### src/rtl/an_dec_pkg.sv
// an_dec_pkg: shared types and elaboration-time helpers for the AN-code decoder.
// Holds the FSM state enum, 2^i mod A, the syndrome table builder and its check.
package an_dec_pkg;

  typedef enum logic [2:0] {
    S_IDLE,
    S_REDUCE,
    S_CORRECT,
    S_DIVIDE,
    S_DONE
  } state_t;

  localparam int MAX_CW = 32;
  localparam int SW     = 16;

  // Positive syndromes at [i], negative syndromes at [MAX_CW+i].
  typedef logic [2*MAX_CW-1:0][SW-1:0] syn_tbl_t;

  function automatic int pow2_mod(int i, int a);
    int r;
    r = 1 % a;
    for (int k = 0; k < i; k++) r = (2 * r) % a;
    return r;
  endfunction

  function automatic syn_tbl_t build_syn(int cw, int a);
    syn_tbl_t t;
    t = '0;
    for (int i = 0; i < cw && i < MAX_CW; i++) begin
      t[i]          = SW'(pow2_mod(i, a));
      t[MAX_CW + i] = SW'(a - pow2_mod(i, a));
    end
    return t;
  endfunction

  function automatic int syn_idx(int i, int cw);
    return (i < cw) ? i : MAX_CW + i - cw;
  endfunction

  function automatic bit syn_ok(int cw, int a);
    syn_tbl_t t;
    if (a < 3 || (a % 2) == 0) return 1'b0;
    if (cw < 2 || cw > MAX_CW || a >= (1 << SW)) return 1'b0;
    t = build_syn(cw, a);
    for (int i = 0; i < 2 * cw; i++) begin
      if (t[syn_idx(i, cw)] == '0) return 1'b0;
      for (int j = i + 1; j < 2 * cw; j++)
        if (t[syn_idx(i, cw)] == t[syn_idx(j, cw)]) return 1'b0;
    end
    return 1'b1;
  endfunction

endpackage

### src/rtl/an_seq_decoder_if.sv
// an_seq_decoder_if: codeword-in / result-out valid-ready bundle.
// master drives codewords and accepts results; slave is the decoder.
interface an_seq_decoder_if #(
  parameter int CW = 23,
  parameter int DW = 17
);
  localparam int BW = $clog2(CW);

  logic          in_valid;
  logic          in_ready;
  logic [CW-1:0] in_code;
  logic          out_valid;
  logic          out_ready;
  logic [DW-1:0] out_data;
  logic          out_corrected;
  logic          out_err_neg;
  logic [BW-1:0] out_err_bit;
  logic          out_uncorrectable;

  modport master (
    output in_valid, in_code, out_ready,
    input  in_ready, out_valid, out_data,
    input  out_corrected, out_err_neg,
    input  out_err_bit, out_uncorrectable
  );

  modport slave (
    input  in_valid, in_code, out_ready,
    output in_ready, out_valid, out_data,
    output out_corrected, out_err_neg,
    output out_err_bit, out_uncorrectable
  );
endinterface

### src/rtl/an_seq_divider.sv
// an_seq_divider: CW-cycle restoring divider by the constant A.
// quotient/remainder are valid combinationally in the cycle done is high.
module an_seq_divider #(
  parameter int A  = 47,
  parameter int CW = 23
) (
  input  logic          clk,
  input  logic          rst,
  input  logic          start,
  input  logic [CW-1:0] dividend,
  output logic          done,
  output logic [CW-1:0] quotient,
  output logic [CW-1:0] remainder
);
  localparam int NW = $clog2(CW);
  localparam logic [CW:0] AW = (CW+1)'(A);

  logic          busy_q, busy_d;
  logic [NW-1:0] cnt_q, cnt_d;
  logic [CW-1:0] quo_q, quo_d;
  logic [CW-1:0] rem_q, rem_d;
  logic [CW:0]   trial;
  logic          qbit;

  // one restoring step: shift in next dividend bit, subtract A if it fits
  always_comb begin
    trial = {rem_q, quo_q[CW-1]};
    qbit  = 1'b0;
    if (trial >= AW) begin
      trial = trial - AW;
      qbit  = 1'b1;
    end
    quotient  = {quo_q[CW-2:0], qbit};
    remainder = trial[CW-1:0];
    done      = busy_q && (cnt_q == NW'(CW - 1));
  end

  // load on start, then iterate CW steps
  always_comb begin
    busy_d = busy_q;
    cnt_d  = cnt_q;
    quo_d  = quo_q;
    rem_d  = rem_q;
    if (start) begin
      busy_d = 1'b1;
      cnt_d  = '0;
      quo_d  = dividend;
      rem_d  = '0;
    end else if (busy_q) begin
      quo_d = quotient;
      rem_d = remainder;
      cnt_d = cnt_q + 1'b1;
      if (done) busy_d = 1'b0;
    end
  end

  // divider state registers
  always_ff @(posedge clk) begin
    if (rst) begin
      busy_q <= 1'b0;
      cnt_q  <= '0;
      quo_q  <= '0;
      rem_q  <= '0;
    end else begin
      busy_q <= busy_d;
      cnt_q  <= cnt_d;
      quo_q  <= quo_d;
      rem_q  <= rem_d;
    end
  end
endmodule

### src/rtl/an_seq_decoder.sv
// an_seq_decoder: bit-serial AN-code decoder with single-error correction.
// Define AN_DEC_ERRSTAT_EN to add saturating corrected/uncorrectable counters.
module an_seq_decoder
  import an_dec_pkg::*;
#(
  parameter int A  = 47,
  parameter int CW = 23,
  parameter int DW = 17
) (
  input  logic clk,
  input  logic rst,
  an_seq_decoder_if.slave bus
`ifdef AN_DEC_ERRSTAT_EN
  ,
  output logic [15:0] cnt_corrected,
  output logic [15:0] cnt_uncorrectable
`endif
);
  localparam int RW = $clog2(A) + 1;
  localparam int BW = $clog2(CW);
  localparam int NW = $clog2(CW);
  localparam syn_tbl_t SYN = build_syn(CW, A);
  localparam logic [RW-1:0] AR = RW'(A);

  if (!syn_ok(CW, A)) begin : g_bad_a
    $fatal(1, "an_seq_decoder: A gives zero or duplicate syndromes");
  end

  state_t state_q, state_d;
  logic [CW-1:0] x_q, x_d;
  logic [RW-1:0] r_q, r_d, red;
  logic [NW-1:0] cnt_q, cnt_d;
  logic          ecorr_q, ecorr_d, eneg_q, eneg_d, eunc_q, eunc_d;
  logic [BW-1:0] ebit_q, ebit_d;
  logic [CW:0]   xc;
  logic          hit, cneg;
  logic [BW-1:0] cbit;
  logic          div_done;
  logic [CW-1:0] div_quo, div_rem;
  logic [DW-1:0] data_q, data_d;
  logic          corr_q, corr_d, neg_q, neg_d, unc_q, unc_d, fin_unc;
  logic [BW-1:0] bit_q, bit_d;

  // FSM state register
  always_ff @(posedge clk) begin
    if (rst) state_q <= S_IDLE;
    else     state_q <= state_d;
  end

  // FSM next-state logic
  always_comb begin
    state_d = state_q;
    unique case (state_q)
      S_IDLE:    if (bus.in_valid) state_d = S_REDUCE;
      S_REDUCE:  if (cnt_q == NW'(CW - 1)) state_d = S_CORRECT;
      S_CORRECT: state_d = S_DIVIDE;
      S_DIVIDE:  if (div_done) state_d = S_DONE;
      S_DONE:    if (bus.out_ready) state_d = S_IDLE;
      default:   state_d = S_IDLE;
    endcase
  end

  // FSM outputs: handshake depends on state only
  always_comb begin
    bus.in_ready  = (state_q == S_IDLE);
    bus.out_valid = (state_q == S_DONE);
  end

  // residue step (2r + bit) mod A and syndrome lookup / correction
  always_comb begin
    red = {r_q[RW-2:0], x_q[NW'(CW - 1) - cnt_q]};
    if (red >= AR) red = red - AR;
    if (red >= AR) red = red - AR;
    hit  = (r_q == '0);
    cneg = 1'b0;
    cbit = '0;
    for (int i = CW - 1; i >= 0; i--) begin
      if (r_q != '0 && r_q == RW'(SYN[MAX_CW + i])) begin
        hit = 1'b1; cneg = 1'b1; cbit = BW'(i);
      end
    end
    for (int i = CW - 1; i >= 0; i--) begin
      if (r_q != '0 && r_q == RW'(SYN[i])) begin
        hit = 1'b1; cneg = 1'b0; cbit = BW'(i);
      end
    end
    xc = {1'b0, x_q};
    if (r_q != '0 && hit) begin
      if (cneg) xc = xc + ((CW+1)'(1) << cbit);
      else      xc = xc - ((CW+1)'(1) << cbit);
    end
  end

  // working registers: capture, reduce, latch correction result
  always_comb begin
    x_d     = x_q;
    r_d     = r_q;
    cnt_d   = cnt_q;
    ecorr_d = ecorr_q;
    eneg_d  = eneg_q;
    ebit_d  = ebit_q;
    eunc_d  = eunc_q;
    unique case (1'b1)
      state_q == S_IDLE && bus.in_valid: begin
        x_d   = bus.in_code;
        r_d   = '0;
        cnt_d = '0;
      end
      state_q == S_REDUCE: begin
        r_d   = red;
        cnt_d = cnt_q + 1'b1;
      end
      state_q == S_CORRECT: begin
        ecorr_d = hit && (r_q != '0);
        eneg_d  = cneg;
        ebit_d  = cbit;
        eunc_d  = !hit || xc[CW];
      end
      default: ;
    endcase
  end

  // working register flops
  always_ff @(posedge clk) begin
    if (rst) begin
      x_q     <= '0;
      r_q     <= '0;
      cnt_q   <= '0;
      ecorr_q <= 1'b0;
      eneg_q  <= 1'b0;
      ebit_q  <= '0;
      eunc_q  <= 1'b0;
    end else begin
      x_q     <= x_d;
      r_q     <= r_d;
      cnt_q   <= cnt_d;
      ecorr_q <= ecorr_d;
      eneg_q  <= eneg_d;
      ebit_q  <= ebit_d;
      eunc_q  <= eunc_d;
    end
  end

  an_seq_divider #(.A(A), .CW(CW)) u_div (
    .clk       (clk),
    .rst       (rst),
    .start     (state_q == S_CORRECT),
    .dividend  (xc[CW-1:0]),
    .done      (div_done),
    .quotient  (div_quo),
    .remainder (div_rem)
  );

  // result registers load only on the DIVIDE -> DONE transition
  always_comb begin
    data_d  = data_q;
    corr_d  = corr_q;
    neg_d   = neg_q;
    bit_d   = bit_q;
    unc_d   = unc_q;
    fin_unc = eunc_q || (|(div_quo >> DW)) || (|div_rem);
    if (state_q == S_DIVIDE && div_done) begin
      unc_d  = fin_unc;
      data_d = fin_unc ? '0 : DW'(div_quo);
      corr_d = !fin_unc && ecorr_q;
      neg_d  = !fin_unc && eneg_q;
      bit_d  = fin_unc ? '0 : ebit_q;
    end
  end

  // result flops
  always_ff @(posedge clk) begin
    if (rst) begin
      data_q <= '0;
      corr_q <= 1'b0;
      neg_q  <= 1'b0;
      bit_q  <= '0;
      unc_q  <= 1'b0;
    end else begin
      data_q <= data_d;
      corr_q <= corr_d;
      neg_q  <= neg_d;
      bit_q  <= bit_d;
      unc_q  <= unc_d;
    end
  end

  assign bus.out_data          = data_q;
  assign bus.out_corrected     = corr_q;
  assign bus.out_err_neg       = neg_q;
  assign bus.out_err_bit       = bit_q;
  assign bus.out_uncorrectable = unc_q;

`ifdef AN_DEC_ERRSTAT_EN
  logic [15:0] cc_q, cc_d, cu_q, cu_d;

  // saturating counters bump once per output handshake
  always_comb begin
    cc_d = cc_q;
    cu_d = cu_q;
    if (state_q == S_DONE && bus.out_ready) begin
      if (corr_q && cc_q != 16'hFFFF) cc_d = cc_q + 16'd1;
      if (unc_q && cu_q != 16'hFFFF)  cu_d = cu_q + 16'd1;
    end
  end

  // counter flops
  always_ff @(posedge clk) begin
    if (rst) begin
      cc_q <= '0;
      cu_q <= '0;
    end else begin
      cc_q <= cc_d;
      cu_q <= cu_d;
    end
  end

  assign cnt_corrected     = cc_q;
  assign cnt_uncorrectable = cu_q;
`endif
endmodule
### src/flat_wrapper.sv
// flat-port wrapper written by rule: the top's interface ports become plain ports
module an_seq_decoder_flat import an_dec_pkg::*;
#(
  parameter int A  = 47,
  parameter int CW = 23,
  parameter int DW = 17
)
  (clk, rst, bus_in_valid, bus_in_code, bus_out_ready, bus_in_ready, bus_out_valid, bus_out_data, bus_out_corrected, bus_out_err_neg, bus_out_err_bit, bus_out_uncorrectable);
  an_seq_decoder_if #(.CW(CW), .DW(DW)) bus_i ();
  input  logic clk;
  input  logic rst;
  input wire logic [$bits(bus_i.in_valid)-1:0] bus_in_valid;
  input wire logic [$bits(bus_i.in_code)-1:0] bus_in_code;
  input wire logic [$bits(bus_i.out_ready)-1:0] bus_out_ready;
  output wire logic [$bits(bus_i.in_ready)-1:0] bus_in_ready;
  output wire logic [$bits(bus_i.out_valid)-1:0] bus_out_valid;
  output wire logic [$bits(bus_i.out_data)-1:0] bus_out_data;
  output wire logic [$bits(bus_i.out_corrected)-1:0] bus_out_corrected;
  output wire logic [$bits(bus_i.out_err_neg)-1:0] bus_out_err_neg;
  output wire logic [$bits(bus_i.out_err_bit)-1:0] bus_out_err_bit;
  output wire logic [$bits(bus_i.out_uncorrectable)-1:0] bus_out_uncorrectable;
  assign bus_i.in_valid = bus_in_valid;
  assign bus_i.in_code = bus_in_code;
  assign bus_i.out_ready = bus_out_ready;
  assign bus_in_ready = bus_i.in_ready;
  assign bus_out_valid = bus_i.out_valid;
  assign bus_out_data = bus_i.out_data;
  assign bus_out_corrected = bus_i.out_corrected;
  assign bus_out_err_neg = bus_i.out_err_neg;
  assign bus_out_err_bit = bus_i.out_err_bit;
  assign bus_out_uncorrectable = bus_i.out_uncorrectable;
  an_seq_decoder #(.A(A), .CW(CW), .DW(DW)) u_core (.clk(clk), .rst(rst), .bus(bus_i));
endmodule
### config.mk
export PLATFORM = sky130hd
export DESIGN_NAME = an_seq_decoder_flat
export DESIGN_NICKNAME = d
export VERILOG_FILES = /design/src/rtl/an_dec_pkg.sv /design/src/rtl/an_seq_decoder_if.sv /design/src/rtl/an_seq_divider.sv /design/src/rtl/an_seq_decoder.sv /design/src/flat_wrapper.sv
export SDC_FILE = /design/constraint.sdc
export NUM_CORES = 1
export LEC_CHECK = 0
export CORE_UTILIZATION = 45
export CTS_CLUSTER_SIZE = 40
export DETAILED_ROUTE_END_ITERATION = 10
export HOLD_SLACK_MARGIN = 0.12
export PLACE_DENSITY = 0.6
export SETUP_SLACK_MARGIN = 0.5
export SKIP_LAST_GASP = 1
export SLEW_MARGIN = 30
export SYNTH_ARGS = -nofsm -noshare
export SYNTH_HDL_FRONTEND = slang
export SYNTH_HIERARCHICAL = 1
export SYNTH_SLANG_ARGS = --single-unit
export TNS_END_PERCENT = 30
### constraint.sdc
create_clock -name clk -period 13.8 [get_ports clk]
set_clock_uncertainty 0.15 [all_clocks]
set_input_delay 2.76 -clock clk [delete_from_list [all_inputs] [get_ports clk]]
set_output_delay 2.76 -clock clk [all_outputs]
set_load 0.02 [all_outputs]
# Word-level counts from Yosys, hierarchy flattened
# Index checks and enable logic that the tools add are counted.
[op_classes] n_addsub=8 multipliers=0 div_mod_pow=0 n_lt_le_gt_ge=4 n_eq_ne=56 shift=1 n_mux=160 n_bitwise=0 n_reduce_logical=66
[ops] cell="$mux 5" count=47
[ops] cell="$eq 7x5->1 const B" count=16
[ops] cell="$eq 7x6->1 const B" count=15
[ops] cell="$mux 1" count=97
[ops] cell="$mux 23" count=3
[ops] cell="$eq 7x4->1 const B" count=8
[ops] cell="$logic_and 1x1->1" count=52
[ops] cell="$mux 24" count=2
[ops] cell="$eq 7x3->1 const B" count=4
[ops] cell="$add 23x24->24" count=1
[ops] cell="$ge 24x6->1 const B" count=1
[ops] cell="$shl 1x5->24 const A" count=1
[ops] cell="$sub 23x24->24" count=1
[ops] cell="$reduce_or 23->1" count=1
[ops] cell="$sub 23x6->23 const B" count=1
[ops] cell="$mux 17" count=1
[ops] cell="$pmux 3 s5" count=1
[ops] cell="$eq 7x2->1 const B" count=2
[ops] cell="$ge 7x6->1 const B" count=2
[ops] cell="$mux 7" count=2
[ops] cell="$pmux 7 s2" count=1
[ops] cell="$sub 7x6->7 const B" count=2
[ops] cell="$mux 3" count=4
[ops] cell="$add 5x1->5 const B" count=2
[ops] cell="20 further kinds" count=28
[word_totals] regBits=123 latchBits=0 mem_bits_rw=0 romBits=0 input_bits=27 out_inout_bits=27 elab_cells=312 n_memories=0

# Logic depth before layout (Yosys ltp)
[depth] word_depth=53 mapped_depth=25 mapped_depth_nobuf=22

# By module
# The synthesis kept the hierarchy.
[by_module_without_submodules] mod="an_seq_decoder" n_inst=1 cells_each=842 area_each_um2=6127.1 seq_area_each_um2=1421.4
[by_module_without_submodules] mod="an_seq_divider" n_inst=1 cells_each=359 area_each_um2=2915.3 seq_area_each_um2=1041.0

# Worst setup path before layout
# Ideal clock, no wire load.
[synth_path] kind="register to register" start="register u_core.r_q[5]" end="register u_core.u_div.quo_q[22]" setup_ns=0.128 arrival_time_ns=4.062 required_ns=13.522 setup_slack_ns=9.460 stages_incl_launch_ff=25 n_path_buf=3 period_less_slack_ns=4.340 path_cell_list="dfxtp_1 buf_6 buf_2 buf_2 a2bb2oi_1 nand3b_1 o2111ai_2 nor3_1 nand2_1 o21ai_0 nand2_1 o21ai_0 ha_1 a21oi_1 o21a_1 nor2_1 a31oi_1 a21oi_1 a21oi_1 o21ai_0 a31oi_1 xor2_1 o21ai_0 a21oi_1 nor2_1"
[synth_between] elab_chain_cells=53 elab_cells_between_ends=239 classes_between="add/sub: 2; eq/ne: 46; shift: 1; mux: 141; reduce/logical: 49"
[synth_lines] item="start: declaration" line_no="an_seq_decoder.sv:31" source="logic [RW-1:0] r_q, r_d, red;"
[synth_lines] item="start signal: assignment" line_no="an_seq_decoder.sv:135" source="r_q <= r_d;"
[synth_lines] item="$eq 7x5->1 or $reduce_bool 7->1 (tied branches)" line_no="an_seq_decoder.sv:78, an_seq_decoder.sv:83, an_seq_decoder.sv:88"
[synth_lines] item="$logic_and 1x1->1" line_no="an_seq_decoder.sv:78" source="if (r_q != '0 && r_q == RW'(SYN[MAX_CW + i])) begin"
[synth_lines] item="$mux 5 (23 in series)" line_no="an_seq_decoder.sv:78"
[synth_lines] item="$mux 5 (23 in series)" line_no="an_seq_decoder.sv:83" source="if (r_q != '0 && r_q == RW'(SYN[i])) begin"
[synth_lines] item="$shl 1x5->24" line_no="an_seq_decoder.sv:89, an_seq_decoder.sv:90"
[synth_lines] item="$sub 23x24->24 or $add 23x24->24 (tied branches)" line_no="an_seq_decoder.sv:90, an_seq_decoder.sv:89"
[synth_lines] item="$mux 24" line_no="an_seq_decoder.sv:89" source="if (cneg) xc = xc + ((CW+1)'(1) << cbit);"
[synth_lines] item="$mux 24 (*)" line_no="an_seq_decoder.sv:88" source="if (r_q != '0 && hit) begin"
[synth_lines] item="named net u_core.xc[22]" line_no="an_seq_decoder.sv:35" source="logic [CW:0] xc;"
[synth_lines] item="$mux 23 (*)" line_no="an_seq_divider.sv:44" source="if (start) begin"
[synth_lines] item="end signal: assignment" line_no="an_seq_divider.sv:67" source="quo_q <= quo_d;"
[synth_lines] item="end: declaration" line_no="an_seq_divider.sv:20" source="logic [CW-1:0] quo_q, quo_d;"
# The timed path passes the listed nets; every way through them passes the cells marked *.
# A chain may end at the register's enable or synchronous reset.

# Worst setup path in the final report
[layout_path] start="register u_core.r_q[2]" end="register u_core.u_div.quo_q[22]"
# Same word-level chain as after synthesis.

==> flow_summary.json <==
{
  "status": "completed",
  "synth_area_leader_cell": "dfxtp_1",
  "drv_cap": 0,
  "grt_pass1_wl_um": 39700,
  "hold_buffers": 0,
  "final_nets": 1240,
  "slew_viol_final": 0,
  "cp_slowest_stage_delay_ns": 0.78,
  "fin_cells": 1461,
  "insertion_delay_ns": 0.43,
  "ys_types": 101,
  "critPathRequiredTime_ns": 13.94,
  "reg2reg_depth": 22,
  "std_cell_rows": 51,
  "hp-start": "u_core/x_q[2]",
  "p_per_area_nw_per_um2": 128,
  "worstPathArrival_ns": 6.14,
  "r2r-end": "u_core/u_div/quo_q[22]",
  "rsz0062_at_grt": "false",
  "cp.buffers_inverters": 3,
  "cp-startpoint": "u_core/r_q[2]",
  "p_sw_w": 0.000462,
  "p_comb_share_pct": 30.9,
  "initial_core_util_pct": 46.2,
  "overflow": 0,
  "min_path_type": "reg -> reg",
  "synth_common_cells": "nor2_1 (183), nand2_1 (131), dfxtp_1 (123)",
  "synth_compound_area_share_pct": 23.8,
  "grtUsageTotal_pct": 24.6,
  "coreArea_um2": 19600,
  "ys.flop_type": "dfxtp_1",
  "synth_xor_area_share_pct": 5.22,
  "synth_seq_cells": 123,
  "root_buffer": "clkbuf_16",
  "drtIter0Drc": 640,
  "syn_nets": 1258,
  "synth_area_leaders": "dfxtp_1 (27%), nor2_1 (7.6%), a21oi_1 (5.8%)",
  "vias": 8533,
  "ir_drop_mv": 0.0816,
  "max_clock_freq_mhz": 167,
  "crit_cells": 22,
  "multi_input_area_um2": 5950,
  "drt-total-wl_um": 24900,
  "p_sw_share_pct": 35.8,
  "post_cts_resized": 0,
  "ioPinCount": 54,
  "synth_edf_count": 0,
  "drtAntennaViolNets": 0,
  "final_layout_size_suffix_gt1_share_pct": 8.11,
  "syn_inst": 1201,
  "period_share_pct": 43.5,
  "diodes": 0,
  "cp_slowest_cell": "dfxtp_1",
  "port_buffers": 53,
  "synthAdderAreaFrac_pct": 4.23,
  "synth_mux_area_share_pct": 5.66,
  "p_leak_nw": 3.80,
  "setup_viol": 0,
  "async_reset_ff_share_pct": 0,
  "critPathTopFamily": "compound AO/OA/AOI/OAI gates",
  "synth-simple-area-share_pct": 26.8,
  "setup_tns_ns": 0,
  "htree_levels": 4,
  "drt_pass1_iterations": 5,
  "cp-start-kind": "flop",
  "grt_antenna_before_repair": 0,
  "areaGrowthSynthToFinish_pct": 11.6,
  "dp.final_hpwl_um": 17300,
  "synth_area_um2": 9040,
  "die_height_um": 144,
  "vias_per_cell": 5.84,
  "seqPwrFrac_pct": 31.6,
  "clock_sinks": 123,
  "slew_headroom_pct": 39.9,
  "fin_crit_ns": 6.00,
  "grt_pass1_vias": 7527,
  "fp.dieW_um": 144,
  "ys_warn_count": 6,
  "area.sequential_um2": 2460,
  "worst-path-max-fanout": 21,
  "grt_max_degree": 65,
  "pwr-share-clk_pct": 37.5,
  "cts_setup_buffers": 0,
  "cts_tree": "done",
  "critical_path_class": "reg -> reg",
  "reg2reg_from": "u_core/r_q[2]",
  "fillers": 1900,
  "power.internal_w": 0.000829,
  "gp_congestion": 0.917,
  "critPathCaptureType": "flop",
  "synth_most_common_cell": "nor2_1",
  "r2r_slack_ns": 7.80,
  "dp.cells": 1429,
  "route.detailed.drc": 0,
  "crit_top_cell": "a21oi_1",
  "synth_top_area_share_pct": 27.2,
  "synth_top_family_by_area": "simple AND/OR/NAND/NOR gates",
  "cts-buffers-inserted": 17,
  "wl_per_cell_um": 17.0,
  "yosysSeqAreaShare_pct": 27.2,
  "dieArea_um2": 20700,
  "total_power_w": 0.00129,
  "clk_pin_slew_worst_paths_ns": 0.07,
  "clockBufferDepth": 2,
  "hold_viol_final": 0,
  "crit_end": "u_core/u_div/quo_q[22]",
  "cp_cell_sequence": "buf_4, inv_2, or4_1, nor3_1, a211oi_1, nand3_1, clkinv_1, nand2_1, o22ai_1, ha_1, a21oi_1, o21a_1, nor2_1, a31oi_1, a21oi_1, a21oi_1, o21ai_0, a31oi_1, xor2_1, o21ai_0, a21oi_1, nor2_1",
  "syn_area_per_cell_um2": 7.53,
  "worst_pin_slew_ns": 0.902
}
## layout by cell type (no fill, tap or decap), types with 15 or more instances in the layout
cell type and instances:
o21ai_0 50, xor2_1 29, nor2_1 183, ha_1 29, nor2b_1 15, nand2_1 130, a21oi_1 104, dfxtp_1 121
inv_1 20, mux2i_1 35, nor3_1 21, buf_4 15, a31oi_1 17, nand3_1 29, clkdlybuf4s50_1 52, o21a_1 23
a22oi_1 26, xnor2_1 23, clkbuf_16 17
## through the flow
stage	worst slack [ns]	instance area [um2]	hold slack, ns	utilization (%)
CTS	7.87	10100	0.346	51.5
floorplan	9.46	9040	0.305	-
global placement	8.06	9460	0.325	48.3
detailed placement	7.92	9460	0.331	48.3
finish	7.80	10100	0.342	51.5
global route	7.19	10100	0.374	51.5
## flip-flops by register name, indices dropped and copies added (netlist names), 3 cells and up
register / count
u_core/bus.out_data: 17
u_core/bus.out_err_bit: 5
u_core/cnt_q: 5
u_core/ebit_q: 5
u_core/r_q: 7
u_core/state_q: 3
u_core/u_div/cnt_q: 5
u_core/u_div/quo_q: 23
u_core/u_div/rem_q: 23
u_core/x_q: 23
## worst min path at each step
stage,endpoint,slack [ns],depth (start not counted)
final,u_core/x_q[2],0.34,2
after global routing,u_core/x_q[0],0.37,2
after CTS,u_core/x_q[2],0.35,2
after detailed placement,u_core/ecorr_q,0.33,2
after global placement,u_core/ecorr_q,0.33,2
after floorplan,u_core/ecorr_q,0.31,2
## per-layer routing
| metal | vias up | global-route usage, % | share of wire [%] |
|---|---|---|---|
| met3 | 36 | 5.30 | 6.6 |
| met2 | 269 | 37.3 | 44 |
| met5 | - | 0 | 0 |
| met4 | 0 | 7.05 | 1.6 |
| li1 | 4245 | - | - |
| met1 | 3983 | 34.7 | 48 |
## final cells by class
cell class              instances  share of cell area (%)
multi-input cells             951                    58.9
clock buffers                  17                    4.21
inverters                      23                   0.855
clock inverters                15                    2.02
repair buffers                 67                    6.27
well taps                     265                    3.28
flip-flops and latches        123                    24.4
## cell families (layout without fill, tap and decap cells)
group | Yosys count | count (layout)
flops | 123 | 123
mux | 44 | 44
simple gates | 498 | 498
fa+ha+maj | 30 | 30
buf+inv | 127 | 122
compound gates | 326 | 326
xor+xnor | 53 | 53
## power groups by stage
stage	logic (W)	clock network (W)	registers (W)
global placement	0.000393	0	0.000415
CTS	0.000395	0.000494	0.000408
detailed placement	0.000393	0	0.000415
finish	0.000399	0.000484	0.000408
global route	0.000443	0.000510	0.000411
floorplan	0.000324	0	0.000404
## worst register-to-register path: cells and delay by family, from the launching register on
kind,cells,cell delay (ns)
fa+ha+maj,1,0.35
buf+inv,3,0.96
compound gates,11,1.98
simple gates,6,1.49
flops,1,0.78
xor+xnor,1,0.15
(Power assumes the default switching activity.)
